===== src/rtl/v_wb_ctrl.sv =====
// Vector writeback controller: round-robin merge of ALU/LSU results into a FIFO that drains to the vreg write port.
// One-cycle accept-to-write latency when empty; readies drop only when the FIFO is full (no dependence on same-cycle pop).
`ifndef VREG_WIDTH
`define VREG_WIDTH 128
`endif

module v_wb_ctrl #(
    parameter int DATA_W = `VREG_WIDTH,
    parameter int ADDR_W = 5,
    parameter int DEPTH  = 4
) (
    input  logic                     clk,
    input  logic                     rst,
    input  logic                     alu_valid_i,
    input  logic [ADDR_W-1:0]        alu_addr_i,
    input  logic [DATA_W-1:0]        alu_data_i,
    output logic                     alu_ready_o,
    input  logic                     lsu_valid_i,
    input  logic [ADDR_W-1:0]        lsu_addr_i,
    input  logic [DATA_W-1:0]        lsu_data_i,
    output logic                     lsu_ready_o,
    input  logic                     vwb_stall_i,
    output logic                     vwb_en_o,
    output logic [ADDR_W-1:0]        vwb_addr_o,
    output logic [DATA_W-1:0]        vwb_data_o,
    output logic [31:0]              vwb_pending_o,
    output logic [$clog2(DEPTH):0]   fifo_cnt_o
);

    localparam int PW = $clog2(DEPTH);
    localparam int CW = PW + 1;

    logic [ADDR_W-1:0] addr_q [DEPTH];
    logic [DATA_W-1:0] data_q [DEPTH];
    logic [DEPTH-1:0]  vld_q;
    logic [DEPTH-1:0]  vld_n;
    logic [PW-1:0]     rd_ptr;
    logic [PW-1:0]     wr_ptr;
    logic [CW-1:0]     count;
    logic              fav_lsu;
    logic [31:0]       pend_q;
    logic [31:0]       pend_n;
    logic [ADDR_W-1:0] ent_addr;

    logic              space;
    logic              contested;
    logic              alu_grant;
    logic              lsu_grant;
    logic              push;
    logic              pop;
    logic [ADDR_W-1:0] push_addr;
    logic [DATA_W-1:0] push_data;
    logic              not_empty;

    assign space     = (count < CW'(DEPTH));
    assign contested = alu_valid_i & lsu_valid_i;
    assign alu_grant = alu_valid_i & (~lsu_valid_i | ~fav_lsu);
    assign lsu_grant = lsu_valid_i & (~alu_valid_i | fav_lsu);

    // Gated by rst so readies read 0 for the whole reset window, not just after the flops clear.
    assign alu_ready_o = alu_grant & space & ~rst;
    assign lsu_ready_o = lsu_grant & space & ~rst;

    assign push      = alu_ready_o | lsu_ready_o;
    assign push_addr = alu_ready_o ? alu_addr_i : lsu_addr_i;
    assign push_data = alu_ready_o ? alu_data_i : lsu_data_i;

    assign not_empty = (count != '0);
    assign pop       = not_empty & ~vwb_stall_i;

    assign vwb_addr_o    = not_empty ? addr_q[rd_ptr] : '0;
    assign vwb_data_o    = not_empty ? data_q[rd_ptr] : '0;
    assign vwb_en_o      = pop & (addr_q[rd_ptr] != '0);
    assign vwb_pending_o = pend_q;
    assign fifo_cnt_o    = count;

    // Next-state occupancy and the pending map it implies, so the map tracks the FIFO edge for edge.
    always_comb begin
        vld_n    = vld_q;
        pend_n   = '0;
        ent_addr = '0;
        if (pop) begin
            vld_n[rd_ptr] = 1'b0;
        end
        if (push) begin
            vld_n[wr_ptr] = 1'b1;
        end
        for (int i = 0; i < DEPTH; i++) begin
            ent_addr = (push && (PW'(i) == wr_ptr)) ? push_addr : addr_q[i];
            if (vld_n[i]) begin
                pend_n[ent_addr] = 1'b1;
            end
        end
    end

    always_ff @(posedge clk or posedge rst) begin
        if (rst) begin
            rd_ptr  <= '0;
            wr_ptr  <= '0;
            count   <= '0;
            fav_lsu <= 1'b0;
            vld_q   <= '0;
            pend_q  <= '0;
        end else begin
            vld_q  <= vld_n;
            pend_q <= pend_n;
            if (push) begin
                wr_ptr <= wr_ptr + PW'(1);
            end
            if (pop) begin
                rd_ptr <= rd_ptr + PW'(1);
            end
            case ({push, pop})
                2'b10:   count <= count + CW'(1);
                2'b01:   count <= count - CW'(1);
                default: count <= count;
            endcase
            if (contested && space) begin
                fav_lsu <= ~fav_lsu;
            end
        end
    end

    // Payload storage needs no reset: it is only observed while the matching count says it is live.
    always_ff @(posedge clk) begin
        if (push) begin
            addr_q[wr_ptr] <= push_addr;
            data_q[wr_ptr] <= push_data;
        end
    end

endmodule

===== config.mk =====
export PLATFORM = sky130hd
export DESIGN_NAME = v_wb_ctrl
export DESIGN_NICKNAME = d
export VERILOG_FILES = /design/src/rtl/v_wb_ctrl.sv
export SDC_FILE = /design/constraint.sdc
export NUM_CORES = 1
export LEC_CHECK = 0
export CORE_MARGIN = 5
export CORE_UTILIZATION = 48
export DETAILED_ROUTE_END_ITERATION = 12
export HOLD_SLACK_MARGIN = 0.03
export PLACE_DENSITY = 0.77
export SKIP_LAST_GASP = 1
export SLEW_MARGIN = 20
export SYNTH_ARGS = -nofsm -noshare
export SYNTH_HDL_FRONTEND = slang
export SYNTH_SLANG_ARGS = --single-unit

===== constraint.sdc =====
create_clock -name clk -period 5.8 [get_ports clk]
set_input_delay 0.58 -clock clk [delete_from_list [all_inputs] [get_ports clk]]
set_output_delay 0.58 -clock clk [all_outputs]
set_load 0.01 [all_outputs]

After elaboration in Yosys (flattened, before gate mapping)
Memories as Yosys holds them, arrays and structs flattened.
Index checks and enable logic that the tools add are counted.
- add/subtract/negate cells: 4
- $lt $le $gt $ge: 13
- shift-type cells: 0
- equal/unequal tests: 5
- reductions and logical operators: 15
- mux-type cells: 29
- bitwise logic cells: 23
- div/mod/pow operators: 0
- multipliers: 0
- operators by type and width (kind ; number):
    two-way mux 128 bit ; 2
    two-way mux 32 bit ; 4
    bitwise OR 32 bit ; 3
    two-way mux 5 bit ; 6
    < comparator 5 x 6 -> 1 bit, second input constant ; 4
    demux 1 bit (select 5 bit) ; 4
    greater-or-equal comparator 5 x 1 -> 1 bit, second input constant ; 4
    logical AND 1 bit ; 11
    AND 1 bit ; 9
    two-way mux 1 bit ; 8
    two-way mux 4 bit ; 2
    < comparator 2 x 3 -> 1 bit, second input constant ; 2
    case mux 3 bit (2 select lines) ; 1
    NOT 1 bit ; 5
    nonzero test 5 bit ; 1
    adder 2 x 1 -> 2 bit, second input constant ; 2
    AND 4 bit ; 1
    demux 1 bit (select 2 bit) ; 2
    equality test 2 bit, first input constant ; 2
    greater-or-equal comparator 2 x 1 -> 1 bit, second input constant ; 2
    NOT 4 bit ; 1
    bitwise OR 4 bit ; 1
    adder 3 x 1 -> 3 bit, second input constant ; 1
    < comparator 3 bit, second input constant ; 1
    8 further kinds ; 10
- memory bits (writable): 532
- bits of input ports: 271
- output and inout bits: 171
- logic and storage cells: 97
- register bits: 44
- bits in latches: 0
- memories kept: 2
- bits in read-only memories: 0
- memories (name ; words ; width ; read ports ; clocked after Yosys merged registers in ; wr ports ; line ; RTL):
    data_q ; 4 ; 128 ; 1 ; 0 ; 1 ; 34 ; logic [DATA_W-1:0] data_q [DEPTH];
    addr_q ; 4 ; 5 ; 5 ; 0 ; 1 ; 33 ; logic [ADDR_W-1:0] addr_q [DEPTH];

Depth between registers and ports, before layout
Gate-level depths: netlist (run 1).
- depth after elaboration: 19
- depth in mapped cells: 11
- gate-level depth less buffers: 8

Worst setup path after synthesis (run 1)
OpenSTA, ideal clock, no wires.
- path kind: input -> register
- start point: input port lsu_valid_i
- end point: register pend_q[21] (netlist: vwb_pending_o[21])
- setup slack: -0.005 ns
- library setup time: 0.126 ns
- data arrival time: 5.679 ns
- stages on the path: 7
- cells stage by stage: or2_1 -> nand3_1 -> clkinv_1 -> a31oi_1 -> nor3_1 -> a22o_1 -> a221o_1
- longest elaborated chain between the ends: 19
- elaborated cells on any way between the ends: 46
- those cells by class: order compare: 8; mux: 18; bitwise: 12; reduce/logical: 8
- RTL lines (element ; line ; RTL):
    from (decl) ; 18 ; input logic lsu_valid_i,
    NOT 1 bit ; 57 ; assign alu_grant = alu_valid_i & (~lsu_valid_i | ~fav_lsu);
    bitwise OR 1 bit ; 57 ;
    AND 1 bit ; 57 ;
    AND 1 bit (2 in a row) ; 61 ; assign alu_ready_o = alu_grant & space & ~rst;
    bitwise OR 1 bit ; 64 ; assign push = alu_ready_o | lsu_ready_o;
    logical AND 1 bit ; 89 ; ent_addr = (push && (PW'(i) == wr_ptr)) ? push_addr : addr_q[i];
    two-way mux 5 bit ; 89 ;
    < comparator 5 x 6 -> 1 bit (not written as such) / greater-or-equal comparator 5 x 1 -> 1 bit (equally long branches) ; 91 ; pend_n[ent_addr] = 1'b1;
    [3 not listed] ; -- ;
    two-way mux 32 bit ; 90 ; if (vld_n[i]) begin
    bitwise OR 32 bit (no source line) ; -- ;
    two-way mux 32 bit ; 90 ;
    bitwise OR 32 bit (no source line) ; -- ;
    two-way mux 32 bit ; 90 ;
    bitwise OR 32 bit (no source line) ; -- ;
    two-way mux 32 bit * ; 90 ;
    via pend_n[21] ; 42 ; logic [31:0] pend_n;
    to (signal assigned) ; 106 ; pend_q <= pend_n;
    to (decl) ; 41 ; logic [31:0] pend_q;
The timed path passes the listed nets; every way through them passes the cells marked *.
A chain may end at the register's enable or synchronous reset.

Worst setup path after layout (run 1)
- start point: register rd_ptr[0]
- end point: output port vwb_data_o[124]
- longest elaborated chain between the ends: 2
- RTL lines (element ; line ; RTL):
    from (decl) ; 37 ; logic [PW-1:0] rd_ptr;
    from (signal assigned) ; 111 ; rd_ptr <= rd_ptr + PW'(1);
    memory (4 x 128 bit) ; -- ;
    two-way mux 128 bit ; 72 ; assign vwb_data_o = not_empty ? data_q[rd_ptr] : '0;
    to (decl) ; 25 ; output logic [DATA_W-1:0] vwb_data_o,
No other way between the ends.

==> summary.md, run 1 <==
| Metric | Value |
|---|---|
| Status | `completed` |
| Max Clk Rate | `around 0.24 GHz` |
| Cells after DPL | `2407` |
| Synthesized instance count | `1341` |
| Final GP Congestion | `0.887` |
| Ys flop type | `edfxtp_1` |
| PostCTS Resize Cnt | `0` |
| Synth Cell Area | `24600 um^2` |
| DR iter-0 viols | `1179` |
| Fillers | `approximately 3600` |
| Crit-path max cell delay | `740 ps` |
| Finished Layout Cells | `2513` |
| Hold Path Class | `flip-flop to flip-flop` |
| Cts bufs inserted | `57` |
| Data required time of the worst path | `around 5200 ps` |
| Vias in the first global route | `15101` |
| Initial core utilization | `0.482` |
| Slew margin rel. | `0.259` |
| Power, Total | `approximately 15000 uW` |
| Worst-Margin Slew | `around 1100 ps` |
| Row cnt | `83` |
| IR drop worst, VDD | `283 uV` |
| Ys Warns | `0` |
| Worst Path Class, Setup | `flip-flop to output port` |
| First drt pass iteration count | `9` |
| DP HPWL | `41000 um` |
| Final Hold Vio Count | `0` |
| CTS tree | `yes` |
| Layout net count | `between 2000 and 2500` |
| Max_cap viols | `0` |
| Layout area overhead | `28.9%` |
| Antenna-violating nets left | `0` |
| H-tree depth | `2` |
| First-pass GRT wire length | `94900 um` |
| CP Cell Sequence | `buf_12 -> buf_4 -> mux4_2 -> and2_1 -> clkdlybuf4s50_1` |
| Drt via density | `5.72` |
| Post-synth ARST share | `0.0764` |
| Final setup vio count | `0` |
| Final wirelength | `63900 um` |
| Synthesized flop and latch total | `between 500 and 600` |
| IO Count | `442` |
| Slowest CP cell | `dfrtp_4` |
| GRT Residual Overflow | `0` |
| Critical path arrival | `3570 ps` |
| Largest net degree at the start of global routing | `135` |
| Fin Setup TNS | `0 ps` |
| Most frequent cells in the layout | `532 x edfxtp_1, 441 x clkdlybuf4s50_1, 137 x and2_1, 133 x mux4_2, 129 x mux2_2` |
| DRC | `0` |
| Routed WL per cell | `between 20 and 30 um` |
| Most common cell after layout, fill and taps aside | `edfxtp_1` |
| Initial antenna violation count | `1` |
| Antenna diodes | `0` |
| Seq/Total Area, Yosys | `0.695` |
| Clock skew | `23.0 ps` |
| Postcts setup bufs | `0` |
| Post-synth EDFFs | `532` |
| TritonCTS Sinks | `576` |
| Via count | `approximately 14000` |
| Core area | `51000 um^2` |
| Final Cycle Share | `0.716` |
| Die area | `55800 um^2` |
| RSZ-0062 raised after global routing | `no` |
| Total GRT Usage | `0.222` |
| Slew Limit Fails | `0` |
| Die width | `236 um` |
| Layout cell share with drive strength beyond 1 | `0.212` |
| Crit Path Max Fanout | `29` |
| Min Tclk post-route | `4150 ps` |
| Clk_lat worst skew | `around 600 ps` |
| Power Dens Cells | `465 nW/um^2` |
| CP top delay family | `buffers and inverters` |
| Synth cell types | `59` |
| PortBufs | `441` |
| CTS Buffer Depth | `3` |
| Hold-fix buffers, CTS | `0` |
| Pleak | `0.0107 uW` |
| CP bufs+invs | `3` |
| Synth Area per Inst | `18.3 um^2` |
| CTS clk-pin slew, worst paths | `60 ps` |
| Syn_nets | `around 1600` |
| Critical path capture point type | `output port` |
| Clk root buf | `clkbuf_16` |
| Worst Setup Start Kind | `flip-flop` |
| Height of the chip | `~240 um` |
## final timing paths
path / depth (start not counted) / slack [ps] / end / from
hold reg to reg: 2 / 510 / vld_q[2] / vld_q[2]
setup reg to reg: 9 / 2260 / vwb_pending_o[16] / rd_ptr[0]
min in group asynchronous: 3 / 600 / fav_lsu / rst
hold / removal: 2 / 510 / vld_q[2] / vld_q[2]
max in group asynchronous: 3 / 4730 / rd_ptr[0] / rst
setup / recovery: 5 / 1650 / vwb_data_o[124] / rd_ptr[0]
## cell usage after synthesis, types with 2 or more instances
| cell type | instances | area, um^2 |
|---|---|---|
| o21ai_0 | 5 | 25.0 |
| o2bb2ai_1 | 3 | 26.3 |
| mux4_2 | 133 | 3000 |
| a211oi_1 | 8 | 60.1 |
| dfrtp_1 | 44 | 1100 |
| xnor2_1 | 4 | 35.0 |
| inv_1 | 14 | 52.6 |
| xor2_1 | 2 | 17.5 |
| mux2_2 | 129 | 1450 |
| a22oi_1 | 3 | 22.5 |
| o2111ai_1 | 2 | 17.5 |
| o31a_1 | 2 | 17.5 |
| nand2_1 | 34 | 128 |
| buf_1 | 4 | 15.0 |
| edfxtp_1 | 532 | 16000 |
| inv_2 | 2 | 7.51 |
| o211ai_1 | 4 | 30.0 |
| nand3b_1 | 2 | 15.0 |
| a31o_2 | 8 | 70.1 |
| o22ai_1 | 16 | 100 |
| or2_2 | 2 | 12.5 |
| a31oi_1 | 26 | 163 |
| or3_1 | 7 | 43.8 |
| o31ai_1 | 3 | 22.5 |
| and3_1 | 6 | 37.5 |
| buf_2 | 19 | 95.1 |
| nand4_1 | 4 | 25.0 |
| nand3_1 | 27 | 135 |
| nor2_1 | 26 | 97.6 |
| clkinv_1 | 3 | 11.3 |
| a222oi_1 | 9 | 90.1 |
| and2_1 | 137 | 857 |
| clkbuf_1 | 45 | 169 |
| a32o_1 | 2 | 20.0 |
| nor3_1 | 9 | 45.0 |
| ha_1 | 9 | 113 |
| o31ai_2 | 2 | 25.0 |
| o21ai_1 | 4 | 20.0 |
| a221o_1 | 4 | 40.0 |
| a211o_1 | 18 | 158 |
| nand2b_1 | 7 | 43.8 |
| nor2b_1 | 4 | 25.0 |
## area by class of cell
class | count | area (um^2) | share of cell area
repair buffers | 455 | 4580 | 0.145
clock buffers | 66 | 1460 | 0.0461
well taps | 680 | 851 | 0.0268
inverters | 19 | 91.3 | 0.00288
flip-flops and latches | 576 | 17100 | 0.539
multi-input cells | 678 | 7180 | 0.227
clock inverters | 39 | 440 | 0.0139
## report_power, final
group	switching [uW]	leakage, uW	internal [uW]
registers	241	0.00541	5190
clock network	1530	0.000917	2210
logic	2710	0.00433	2880
total	4480	0.0107	10300
## registers in the layout, summed over array words and instances, names as in the netlist
signal and flops:
vwb_pending_o 32, vld_q 4, data_q 512, rd_ptr 2, fifo_cnt_o 3, fav_lsu 1
wr_ptr 2, addr_q 20
## routing by layer
metal  GRT usage  share of wire  vias up
met4      0.0568          0.025        2
met1       0.302           0.40     7388
met5           0        0.00023        -
met2       0.372           0.50      568
met3      0.0457          0.065      100
li1            -              -     6319
## tightest hold or removal path: stages (launching register included)
cell and delay, ps:
dfrtp_1 360, nand2_1 50, nand2_1 70
## cells by family (layout without fill, tap and decap cells)
group | count (synthesis) | after routing | synth area share
compound gates | 129 | 129 | 0.0409
xor+xnor | 6 | 6 | 0.00214
fa+ha+maj | 10 | 10 | 0.00540
buf+inv | 87 | 579 | 0.0143
flops | 576 | 576 | 0.695
mux | 263 | 263 | 0.181
simple gates | 270 | 270 | 0.0612
## through the flow
stage | hold WS [ps] | utilization | instance area [um^2] | worst slack [ps]
global route | 560 | 0.622 | 31700 | 1370
detailed placement | 486 | 0.584 | 29800 | 1180
global placement | 493 | 0.584 | 29800 | 1160
CTS | 500 | 0.621 | 31700 | 1360
finish | 509 | 0.622 | 31700 | 1650
floorplan | 461 | - | 24600 | 178
Power figures use the tool's default switching activity.
==> run 2, diff against run 1 <==
- clock period: 5.8 -> 3.34 ns (I/O delays scaled with it)
==> run 2 against run 1 <==
Net effect:
- hold slack lost 98 ps
- final cell count grew 1.6%
- clock-buffer cell count is 1 higher
- wire length down 0.81%
- critical endpoint is now vwb_data_o[109]
- via count is 0.65% higher
- setup slack worse by 1500 ps
- sequential power rose by 72%
- first-iteration DRC count up 21%
- highest routed layer is now met4
- core utilization up 0.92 points
- sequential share of layout area fell by 0.79 points
- global-route usage down 0.16 points
==> summary.md, run 2 (synthesis gave the netlist of run 1 again) <==
| Metric | Value |
|---|---|
| First-pass GRT wire length | `94300 um (-0.57%)` |
| Max_cap viols | `0 (unchanged)` |
| Data required time of the worst path | `3010 ps (-2210 ps)` |
| Layout area overhead | `30.9%` |
| CTS tree | `yes` |
| Sequential cell area | `17100 um^2 (unchanged)` |
| Status | `completed` |
| Power Dens Cells | `808 nW/um^2 (+74%)` |
| Clk root buf | `clkbuf_16` |
| Clock skew | `14.0 ps (-8.98 ps)` |
| DP HPWL | `41100 um (about the same)` |
| Min Tclk post-route | `3190 ps` |
| Slowest CP cell | `mux4_2` |
| First drt pass iteration count | `6 (-3)` |
| Final GP Congestion | `0.872 (-1.6%)` |
| GRT Residual Overflow | `0 (unchanged)` |
| Cts bufs inserted | `56 (-1.8%)` |
| Height of the chip | `236 um (unchanged)` |
| Final wirelength | `63400 um (-0.81%)` |
| Clk_lat worst skew | `600 ps (about the same)` |
| Met1 Resource Use GR | `0.300 (-0.00123)` |
| Worst Path Class, Setup | `flip-flop to output port` |
| DRC | `0 (unchanged)` |
| R2R cell count | `10 (+1)` |
| Slew Limit Fails | `0 (unchanged)` |
| Placed cell area | `30100 um^2 (+1.2%)` |
| IR drop worst, VDD | `500 uV (+77%)` |
| Worst-Margin Slew | `948 ps (-159 ps)` |
| CP bufs+invs | `3 (unchanged)` |
| Fin Setup TNS | `0 ps (unchanged)` |
| Vias in the first global route | `15091 (-0.066%)` |
| Initial core utilization | `0.482 (unchanged)` |
| Hold Path Class | `input pin to async pin` |
| Pleak | `0.0110 uW (+2.8%)` |
| Final Cycle Share | `0.956` |
| Top reg by flops | `data_q` |
| Core area | `51000 um^2 (unchanged)` |
| Area occupied by multi-input gates | `7160 um^2 (-0.26%)` |
| Via count | `14470 (+0.65%)` |
| Hold-fix buffers, CTS | `0 (unchanged)` |
| Die width | `236 um (unchanged)` |
| CTS clk-pin slew, worst paths | `60 ps (about the same)` |
| Reg2reg start | `rd_ptr[0]` |
| TritonCTS Sinks | `576 (unchanged)` |
| CP top delay family | `buffers and inverters` |
| PortBufs | `441 (unchanged)` |
| CTS Buffer Depth | `3 (unchanged)` |
| Post-route cell area | `32200 um^2 (+1.5%)` |
| Largest net degree at the start of global routing | `86 (-36%)` |
| Final setup vio count | `0 (unchanged)` |
| RSZ-0062 raised after global routing | `no` |
| Worst Setup Start Kind | `flip-flop` |
| Fillers | `3641 (+0.64%)` |
| GR peak layer | `met2` |
| Most frequent cells in the layout | `532 x edfxtp_1, 440 x clkdlybuf4s50_1, 137 x and2_1, 133 x mux4_2, 129 x mux2_2` |
| Row cnt | `83 (unchanged)` |
| Crit Path Max Fanout | `13 (-55%)` |
| Antenna diodes | `0 (unchanged)` |
| Total GRT Usage | `0.220 (-0.00163)` |
| Reg2reg end | `vwb_pending_o[9]` |
| Critical path capture point type | `output port` |
| Crit-path max cell delay | `580 ps (-160 ps)` |
| Drt via density | `5.67 (-0.93%)` |
| Slew margin rel. | `0.368 (+0.108)` |
| IO Count | `442 (unchanged)` |
| Initial antenna violation count | `0 (-1)` |
| Max reg flops | `512 (unchanged)` |
| R2r setup slk | `300 ps (-1960 ps)` |
| Routed WL per cell | `24.8 um (-2.4%)` |
| Met3 GRT Util | `0.0468 (+0.00105)` |
| CP Cell Sequence | `buf_16 -> buf_4 -> mux4_2 -> and2_1 -> clkdlybuf4s50_1` |
| Antenna-violating nets left | `0 (unchanged)` |
| Most common cell after layout, fill and taps aside | `edfxtp_1` |
| H-tree depth | `2 (unchanged)` |
| Layout cell share with drive strength beyond 1 | `0.226 (+0.0142)` |
| Met2 Use GR | `0.371 (-0.00139)` |
| Max Clk Rate | `between 0.3 and 0.4 GHz` |
| Die area | `55800 um^2 (unchanged)` |
| DR iter-0 viols | `1426 (+21%)` |
| Final Hold Vio Count | `0 (unchanged)` |
| Layout net count | `2108 (+1.9%)` |
| Critical path arrival | `2860 ps (-710 ps)` |
run 2: area by class of cell:
class,instances,area share
clock buffer,67,0.0458
clock inverter,37,0.0133
inverter,19,0.00284
multi-input combinational,678,0.223
sequential,576,0.531
tap,680,0.0265
timing repair buffer,496,0.158
run 2: metrics by stage:
| stage | cells | hold slack (ps) | setup WS, ps | total power (uW) | utilization |
|---|---|---|---|---|---|
| 6_report | 2553 | 411 | 146 | 26000 | 0.631 |
| 5_1_grt | 2553 | 458 | 13.6 | 27100 | 0.631 |
| 4_1_cts | 2551 | 391 | 3.76 | 26300 | 0.630 |
| 3_5_place_dp | 2441 | 521 | 127 | 19500 | 0.591 |
| 3_3_place_gp | 2441 | 486 | 57.1 | 19400 | 0.591 |
| 2_1_floorplan | 1341 | 461 | 248 | 14700 | - |
run 2: worst max-delay path by stage:
stage,cells after the start,start,end
3_3_place_gp,8,lsu_valid_i,vwb_pending_o[18]
4_1_cts,4,rd_ptr[0],vwb_en_o
3_5_place_dp,8,lsu_valid_i,vwb_pending_o[10]
5_1_grt,10,rd_ptr[0],vwb_pending_o[1]
2_1_floorplan,7,fifo_cnt_o[2],vwb_pending_o[25]
6_report,5,rd_ptr[0],vwb_data_o[109]
run 2: repair_timing:
| action | CTS | global route |
|---|---|---|
| setup buffers | 4 | 2 |
| gates cloned | 2 | 0 |
| hold endpoints to repair | 0 | 0 |
| setup endpoints to repair | 50 | 26 |
| gates resized for setup | 3 | 2 |
run 2: routing by layer:
layer	share of wire	vias to the layer above	routed length, um
li1	-	6402	-
met1	0.41	7412	26000
met2	0.50	571	31700
met3	0.069	85	4390
met4	0.021	0	1320
met5	0	-	0
run 2: where the power goes:
part	internal, uW	total (uW)	switching, uW
sequential	9000	9330	321
combinational	5350	10200	4830
clock	3850	6490	2640
run 2: worst register-to-register path: cells and delay by family (launching register included):
family | cells | cell delay [ps]
and+or+nand+nor | 3 | 620
buffers and inverters | 3 | 600
DFF | 1 | 540
adders and majority gates | 1 | 220
AOI/OAI and AO/OA | 3 | 990
==> run 3, diff against run 2 <==
- CTS_CLUSTER_SIZE: not set -> 24
==> results of run 3 <==
Same layout as run 2: the final DEF is identical, and so are final timing and power.
